<file path="config.mk">
export PLATFORM = sky130hd
export DESIGN_NAME = stopwatch_ctrl
export DESIGN_NICKNAME = d
export VERILOG_FILES = /design/src/rtl/stopwatch_ctrl.sv
export SDC_FILE = /design/constraint.sdc
export NUM_CORES = 1
export LEC_CHECK = 0
export ABC_AREA = 0
export BUFFER_PORTS_ARGS = -buffer_cell sky130_fd_sc_hd__buf_2
export CAP_MARGIN = 20
export CORE_ASPECT_RATIO = 0.7
export CORE_UTILIZATION = 42
export CTS_BUF_LIST = sky130_fd_sc_hd__clkbuf_16
export CTS_CLUSTER_DIAMETER = 60
export DETAILED_ROUTE_END_ITERATION = 16
export PLACE_DENSITY = 0.66
export SLEW_MARGIN = 25
export SYNTH_ARGS = -nofsm -noshare
export SYNTH_HDL_FRONTEND = slang
export SYNTH_SLANG_ARGS = --single-unit
</file>
<file path="constraint.sdc">
create_clock -name clk -period 5.6 [get_ports clk]
set_input_delay 0.84 -clock clk [delete_from_list [all_inputs] [get_ports clk]]
set_output_delay 0.84 -clock clk [all_outputs]
set_load 0.1 [all_outputs]
</file>
<file path="src/rtl/stopwatch_ctrl.sv">
// stopwatch_ctrl: mm:ss stopwatch with tick divider, run/pause/lap/clear FSM and sticky overflow
module stopwatch_ctrl #(
    parameter int DIV     = 50_000_000,
    parameter int SEC_MAX = 59,
    parameter int MIN_MAX = 59
) (
    input  logic       clk,
    input  logic       rst,
    input  logic       i_start_stop,
    input  logic       i_lap,
    input  logic       i_clear,
    output logic [5:0] o_sec,
    output logic [5:0] o_min,
    output logic [1:0] o_state,
    output logic       o_tick,
    output logic       o_overflow
);
    localparam int DW = (DIV > 2) ? $clog2(DIV) : 1;
    localparam logic [DW-1:0] DIV_TC = DW'(DIV - 1);
    localparam logic [5:0] S_MAX = 6'(SEC_MAX);
    localparam logic [5:0] M_MAX = 6'(MIN_MAX);
    typedef enum logic [1:0] {IDLE = 2'b00, RUN = 2'b01, PAUSE = 2'b10, LAP = 2'b11} state_t;
    state_t state;
    logic [DW-1:0] div;
    logic [5:0] sec, min, lap_sec, lap_min, sec_nx, min_nx;
    logic run, tc, wrap, clr, ss, lp;
    // Decode run state, divider terminal count, accepted pulses and next count value
    always_comb begin
        run = state == RUN || state == LAP;
        tc = run && div == DIV_TC;
        wrap = sec == S_MAX && min == M_MAX;
        clr = i_clear && (state == IDLE || state == PAUSE);
        ss = i_start_stop && !clr;
        lp = i_lap && !clr && !i_start_stop;
        sec_nx = !tc ? sec : sec == S_MAX ? 6'd0 : sec + 6'd1;
        min_nx = (!tc || sec != S_MAX) ? min : min == M_MAX ? 6'd0 : min + 6'd1;
    end
    // Divider, count, overflow and FSM; a tick on the edge leaving RUN still counts
    always_ff @(posedge clk) begin
        if (rst) begin
            state <= IDLE;
            div <= '0;
            sec <= '0;
            min <= '0;
            lap_sec <= '0;
            lap_min <= '0;
            o_tick <= 1'b0;
            o_overflow <= 1'b0;
        end else begin
            o_tick <= tc;
            if (clr) begin
                div <= '0;
                sec <= '0;
                min <= '0;
                o_overflow <= 1'b0;
            end else begin
                div <= !run ? div : tc ? '0 : div + DW'(1);
                sec <= sec_nx;
                min <= min_nx;
                if (tc && wrap) o_overflow <= 1'b1;
            end
            case (state)
                IDLE: if (ss) begin
                    state <= RUN;
                    div <= '0;
                end
                RUN: if (ss) state <= PAUSE;
                else if (lp) begin
                    state <= LAP;
                    lap_sec <= sec_nx;
                    lap_min <= min_nx;
                end
                LAP: if (ss) state <= PAUSE;
                else if (lp) state <= RUN;
                PAUSE: if (ss) state <= RUN;
                else if (clr) state <= IDLE;
            endcase
        end
    end
    // Display shows the frozen lap value only while in LAP
    always_comb begin
        o_state = state;
        o_sec = state == LAP ? lap_sec : sec;
        o_min = state == LAP ? lap_min : min;
    end
endmodule

</file>
* After elaboration in Yosys (flattened, before gate mapping)
Cells that the tools add are included.
** Storage, ports and cells
- Bits of input ports :: 5
- Latch bits :: 0
- Bits in writable memories :: 0
- Memories :: 0
- ROM bits :: 0
- Output and inout port bits :: 16
- Logic and storage cells :: 59
- Register bits :: 54
** Operators by class
- Add/sub/neg operators :: 3
- Muxes and demuxes :: 19
- Multipliers :: 0
- Shifts and indexed selects :: 0
- Bitwise operators :: 1
- Reduce and logical (&&, ||, !) cells :: 17
- Equal/unequal tests :: 11
- Div/mod/pow operators :: 0
- Magnitude comparators :: 0
** Operators with widths (count)
- 2-to-1 mux 26 bit :: 5
- 2-to-1 mux 6 bit :: 6
- adder 26 x 1 -> 26 bit, second input constant :: 1
- == test 26 bit, second input constant :: 1
- 2-to-1 mux 2 bit :: 7
- adder 6 x 1 -> 6 bit, second input constant :: 2
- == test 6 bit, second input constant :: 2
- != test 3 bit, second input constant :: 3
- one-hot mux 2 bit (4 select lines) :: 1
- logical AND 1 bit :: 7
- != test 6 bit, second input constant :: 1
- == test 2 bit, second input constant :: 2
- AND reduction 4 bit :: 1
- zero test 1 bit :: 3
- logical OR 1 bit :: 3
- AND reduction 3 bit :: 1
- == test 2 x 1 -> 1 bit, second input constant :: 1
- zero test 2 bit :: 1
- != test 2 bit, second input constant :: 1
- OR reduction 2 bit :: 1
- NOT 1 bit :: 1

* Depth between registers and ports, before layout
Gate-level depths: netlist of run 1.
- Word-level depth :: 9
- Depth in mapped cells :: 7
- Mapped depth without buffers :: 6

* Worst setup path before layout of run 1
OpenSTA, ideal clock, no wires.
- Kind :: register to output
- Start point :: reg state[0], in the netlist o_state[0]
- End point :: out o_min[4]
- Data arrival time :: 3.811 ns
- Slack :: 0.949 ns
- Required time :: 4.760 ns
- Path buffers :: 2
- Stages on the path, launching flop included :: 5
- Cells stage by stage :: dfxtp_1 -> buf_2 -> nand2_1 -> buf_1 -> o21ai_0
** On the way
- Word-level cells in the longest chain between the ends :: 2
** RTL lines
- start, declared :: line 23 : state_t state;
- start signal, assigned :: line 41 : state <= IDLE;
- start signal, assigned :: line 64 : state <= RUN;
- start signal, assigned :: line 67 : RUN: if (ss) state <= PAUSE;
- == test 2 bit :: line 84 : o_min = state == LAP ? lap_min : min;
- 2-to-1 mux 6 bit :: line 84
- end, declared :: line 13 : output logic [5:0] o_min,
No other way between the ends.

* Worst setup path in the final report of run 1
- Start point :: reg state[0], in the netlist o_state[0]
- End point :: out o_sec[0]
** On the way
- Word-level cells in the longest chain between the ends :: 2
** RTL lines
- == test 2 bit :: line 83 : o_sec = state == LAP ? lap_sec : sec;
- 2-to-1 mux 6 bit :: line 83
- end, declared :: line 12 : output logic [5:0] o_sec,
No other way between the ends.

==> flow_metrics.tcl, run 1 <==
set metrics [dict create \
    regArea_sq_um 1080 \
    p_int_uw 602 \
    r2r_slack_ns 3.10 \
    die_x_microns 98.1 \
    cts_resized 0 \
    switching_power_uw 162 \
    ios 21 \
    rr_startpoint "o_state[0]$_SDFFE_PP0P_" \
    fp.dieArea_sq_um 6800 \
    die_h_microns 69.3 \
    io_buffer_count 20 \
    worstPathCellList "nand2_1, mux2_2, buf_2" \
    cts_num_sinks 54 \
    diodes 0 \
    finalCritPeriodShare_pct 52.2 \
    synth_flop_cell "dfxtp_1" \
    rsz0062_at_grt "false" \
    initialDrtViolationCount 155 \
    crit_path_start_kind "flip-flop" \
    track_usage_pct 17.0 \
    min_from "o_overflow$_SDFFE_PP0P_" \
    period_minus_slack_ns 2.92 \
    nFillCells 596 \
    hold_class "reg -> reg" \
    worstHoldEndpoint "o_overflow$_SDFFE_PP0P_" \
    placementRows 24 \
    power_frac_seq_pct 50.9 \
    post_route_cells_drive_above_1_share_pct 16.0 \
    finalPower_uw 764 \
    yosysWarnings 0 \
    p_comb_share_pct 3.3 \
    drv_slew 0 \
    core_sq_um 6250 \
    ant_nets 0 \
    syn-num-nets 319 \
    fmax_ghz 0.342 \
    dpl.hpwl_microns 3860 \
    worst_setup_path_end_kind "primary output" \
    nets 333 \
    layout_common_cells "61 x nor2_1, 54 x dfxtp_1, 20 x buf_2" \
    grt_pass1_vias 1914 \
    vias_per_cell 5.40 \
    switching_share_pct 21.2 \
    post_cts_buffers 0 \
    finalWeightedCongestion 0.833 \
    wl_microns 5550 \
    slew-limit-headroom_pct 39.4 \
    grt.overflow.total 0 \
    yosysSeqAreaShare_pct 39.8 \
    ctsHoldBuffers 0 \
    status "finished with violations" \
    crit_required_ns 4.76 \
    r2r_cells 5 \
    syn_to_final_growth_pct 10.7 \
    synth_edf_count 0 \
    p_leak_uw 0.00108 \
    grt_max_degree 24 \
    ys_types 51 \
    cts-root-buf "clkbuf_16" \
    layout_commonest_cell "nor2_1" \
    initial_core_util_pct 43.5 \
    cts_max_path_buffers 2 \
    cts_tree "built" \
    fin_skew_ns 0.00686 \
    slowest_stage "dfxtp_1" \
    irDropWorstVdd_v 0.000151 \
    antenna_found_initial 0 \
    async_flop_share_pct 0 \
    powerDensity_nw_per_um2 254 \
    setup_viol 0 \
    fin_setup_tns_ns 0 \
    dr.pass1.iters 10 \
    hold_path_depth 2 \
    drv_cap 0 \
    syn_inst 311 \
    worstMarginPinSlew_ns 0.909 \
    num_vias 2182 \
    htreeDepth 2 \
    hold_viol_final 0 \
    multi_input_area_sq_um 1520 \
    critPathArrivalTime_ns 2.08 \
    r2r_end "div[19]$_SDFF_PP0_" \
    synthesis.area_sq_um 2720 \
    critical_path.max_stage_delay_ns 0.56 \
    clk_latency_ns 0.29 \
    cts.clk_slew.worst_paths_ns 0.07 \
    critical_path_class "reg -> out" \
    cts_made_buffers 5 \
    crit_fanout 13 \
    grt_pass1_wl_microns 9320 \
    clockPowerShare_pct 45.8 \
    syn_avg_cell_area_sq_um 8.73 \
    synth_seq_cells 54 \
    violations "DRC" \
    wl_per_cell_microns 13.7 \
    drc_errors 3 \
]
power groups by stage:
stage / combinational [uW] / sequential (uW) / clock (uW)
3_3_place_gp: 24.8 / 398 / 0
4_1_cts: 25.1 / 389 / 356
3_5_place_dp: 24.9 / 398 / 0
5_1_grt: 27.0 / 390 / 368
2_1_floorplan: 15.6 / 402 / 0
6_report: 24.9 / 389 / 350
worst max path at each step:
stage | startpoint | end | cells past startpoint
4_1_cts | o_state[0]$_SDFFE_PP0P_ | o_sec[3] | 3
3_5_place_dp | o_state[0]$_SDFFE_PP0P_ | o_sec[3] | 3
2_1_floorplan | o_state[0]$_SDFFE_PP0P_ | o_min[4] | 4
6_report | o_state[0]$_SDFFE_PP0P_ | o_sec[0] | 3
3_3_place_gp | o_state[0]$_SDFFE_PP0P_ | o_sec[2] | 3
5_1_grt | o_state[0]$_SDFFE_PP0P_ | o_min[4] | 3
final cells by class:
class	instances	share of cell area (%)
clock buffers	5	4.16
clock inverters	3	1.37
inverters	11	1.37
multi-input cells	233	50.6
flip-flops and latches	54	35.9
well taps	78	3.24
repair buffers	20	3.33
routing by layer:
metal	share of wire, %	track usage (%)
met1	56	26.1
met2	39	23.8
met4	0.36	4.04
met5	0	0
met3	4.8	3.73
metrics by stage:
stage | std cells | setup slack [ns] | area [sq um] | util, % | hold slack, ns
floorplan | 311 | 0.949 | 2720 | - | 0.453
global placement | 396 | 3.05 | 2840 | 45.5 | 0.433
detailed placement | 396 | 2.99 | 2840 | 45.5 | 0.435
CTS | 404 | 2.67 | 3010 | 48.2 | 0.445
global route | 404 | 2.54 | 3010 | 48.2 | 0.508
finish | 404 | 2.68 | 3010 | 48.2 | 0.444
cells in the mapped netlist, types with 2 or more instances:
library cell | number | area, sq um
nor4b_1 | 2 | 17.5
nand2b_1 | 2 | 12.5
ha_1 | 3 | 37.5
buf_2 | 4 | 20.0
o21ai_0 | 6 | 30.0
nand4_4 | 2 | 42.5
xnor2_1 | 12 | 105
nor2b_1 | 3 | 18.8
nor2_2 | 2 | 12.5
inv_1 | 11 | 41.3
and2_1 | 3 | 18.8
nor2_1 | 61 | 229
a211oi_1 | 10 | 75.1
nor3_1 | 6 | 30.0
and3_1 | 8 | 50.1
nand3_1 | 14 | 70.1
mux2i_1 | 5 | 50.1
nor4_2 | 5 | 62.6
o31a_1 | 4 | 35.0
a31oi_1 | 2 | 12.5
dfxtp_1 | 54 | 1080
mux2_2 | 11 | 124
buf_1 | 2 | 7.51
and4_1 | 3 | 26.3
clkbuf_1 | 4 | 15.0
xor2_1 | 12 | 105
nor4_1 | 2 | 12.5
nand4_1 | 7 | 43.8
buf_6 | 2 | 22.5
nand2_1 | 19 | 71.3
a21oi_1 | 10 | 50.1
cell families after synthesis:
family,Yosys count,share of synthesized area (%)
AO/OA/AOI/OAI,42,10.7
XOR/XNOR,24,7.74
adder cells (fa/ha/maj),3,1.38
buffers and inverters,24,4.19
flip-flops,54,39.8
multiplexers,16,6.40
AND/OR/NAND/NOR,148,29.8
sequential cells by signal (all words and copies together), names as in the netlist:
name and cells:
lap_min 6, o_tick 1, div 26, min 6, o_state 2, lap_sec 6
sec 6, o_overflow 1
critical path: cells and delay by family (launching register included):
family | cells | cell delay [ns]
DFF | 1 | 0.56
muxes | 1 | 0.36
and+or+nand+nor | 1 | 0.46
buffers and inverters | 1 | 0.42
No activity file was read; power rests on OpenSTA's default activity.
==> run 2: changes to the inputs <==
--- a/config.mk
+++ b/config.mk
@@ -13,7 +13,7 @@
 export CTS_BUF_LIST = sky130_fd_sc_hd__clkbuf_16
 export CTS_CLUSTER_DIAMETER = 60
 export DETAILED_ROUTE_END_ITERATION = 16
-export PLACE_DENSITY = 0.66
+export PLACE_DENSITY = 0.68
 export SLEW_MARGIN = 25
 export SYNTH_ARGS = -nofsm -noshare
 export SYNTH_HDL_FRONTEND = slang
==> constraint.sdc (replaced) <==
create_clock -name clk -period 2.4 [get_ports clk]
set_input_delay 0.36 -clock clk [delete_from_list [all_inputs] [get_ports clk]]
set_output_delay 0.36 -clock clk [all_outputs]
set_load 0.1 [all_outputs]
==> flow_metrics.tcl, run 2 (synthesized netlist as in run 1, its figures left out) <==
set metrics [dict create \
    status "complete, no violations" \
    crit_fanout 10 \
    hold_viol_final 0 \
    grt.overflow.total 0 \
    nFillCells 618 \
    layout_common_cells "61 x nor2_1, 52 x dfxtp_1, 20 x buf_2" \
    cts_num_sinks 54 \
    wl_per_cell_microns 13.9 \
    fmax_ghz 0.481 \
    critical_path_class "reg -> reg" \
    antenna_found_initial 0 \
    cts_made_buffers 5 \
    layout_commonest_cell "nor2_1" \
    worstMarginPinSlew_ns 0.609 \
    irDropWorstVdd_v 0.000288 \
    die_h_microns 69.3 \
    dr.pass1.iters 10 \
    nets 338 \
    period_minus_slack_ns 2.08 \
    drc_errors 0 \
    ios 21 \
    crit_required_ns 2.56 \
    whs_ns 0.369 \
    setup_viol 0 \
    hold_path_depth 3 \
    r2r_cells 6 \
    fin_setup_tns_ns 0 \
    clk_latency_ns 0.29 \
    final_cells 409 \
    core_sq_um 6250 \
    powerDensity_nw_per_um2 582 \
    fin_skew_ns 0.00753 \
    cts-root-buf "clkbuf_16" \
    worstPathCellList "ha_1, nand3_1, nor4_4, and2_1, mux2i_1, a211oi_1" \
    htreeDepth 2 \
    slowest_stage "and2_1" \
    dp_slack_ns 0.320 \
    regArea_sq_um 1080 \
    place_inst 401 \
    track_usage_pct 18.1 \
    cts_resized 0 \
    min_from "i_start_stop" \
    critical_path.max_stage_delay_ns 0.42 \
    post_route_cells_drive_above_1_share_pct 18.4 \
    largest_reg_flops 26 \
    slew-limit-headroom_pct 59.1 \
    ant_nets 0 \
    initialDrtViolationCount 93 \
    finalWeightedCongestion 0.870 \
    drv_slew 0 \
    cts.clk_slew.worst_paths_ns 0.07 \
    rr_startpoint "div[0]$_SDFF_PP0_" \
    initial_core_util_pct 43.5 \
    critPathLaunch "div[0]$_SDFF_PP0_" \
    regMostFlops "div" \
    die_x_microns 98.1 \
    finalCritPeriodShare_pct 86.5 \
    hold_class "in -> reg" \
    fp.dieArea_sq_um 6800 \
    ctsHoldBuffers 0 \
    worst_setup_path_end_kind "flip-flop" \
    rsz0062_at_grt "false" \
    cts_tree "built" \
    critPathArrivalTime_ns 2.24 \
    grt_pass1_vias 2135 \
    dpl.hpwl_microns 4050 \
    grt_pass1_wl_microns 10100 \
    syn_to_final_growth_pct 12.6 \
    multi_input_area_sq_um 1530 \
    num_vias 2238 \
    wl_microns 5690 \
    cts_max_path_buffers 2 \
    io_buffer_count 20 \
    diodes 0 \
    p_leak_uw 0.00111 \
    vias_per_cell 5.47 \
    drv_cap 0 \
    crit_path_start_kind "flip-flop" \
    layout_setup_ws_ns 0.323 \
    placementRows 24 \
    post_cts_buffers 0 \
    grt_max_degree 24 \
]
[run 2: where the power goes]
group | internal, uW | switching, uW
Clock | 489 | 322
Combinational | 16.4 | 44.3
Sequential | 902 | 6.01
[run 2: path summary, 6_finish.rpt]
check,slack [ns],to
worst min register to register,0.45,o_overflow$_SDFFE_PP0P_
worst max register to register,0.32,lap_sec[1]$_SDFFE_PP0P_
worst min-delay path,0.37,o_state[0]$_SDFFE_PP0P_
worst max-delay path,0.32,lap_sec[1]$_SDFFE_PP0P_
[run 2: worst max-delay path, delay by kind of cell (launching register included)]
kind,cells,cell delay [ns]
fa+ha+maj,1,0.20
simple gates,3,0.96
compound gates,1,0.11
flops,1,0.38
mux,1,0.30
[run 2: stage by stage]
| stage | cell area, sq um | power (uW) | util, % |
|---|---|---|---|
| finish | 3060 | 1780 | 49.0 |
| global route | 3060 | 1830 | 49.0 |
| CTS | 3060 | 1800 | 49.0 |
| detailed placement | 2890 | 990 | 46.3 |
| global placement | 2890 | 989 | 46.3 |
| floorplan | 2730 | 974 | - |
[run 2: layout make-up]
cell class	count	area share, %
inverter	11	1.35
multi-input combinational	233	50.1
clock buffer	5	4.09
sequential	54	35.4
clock inverter	3	1.31
tap	78	3.19
timing repair buffer	25	4.50
[run 2: per-layer routing]
layer | routed length (microns) | vias up | share of wire, % | track usage [%]
met5 | 0 | - | 0 | 0
met3 | 225 | 5 | 4.0 | 3.02
met2 | 2440 | 56 | 43 | 27.3
li1 | - | 1131 | - | -
met4 | 51 | 0 | 0.90 | 4.71
met1 | 2980 | 1046 | 52 | 26.6
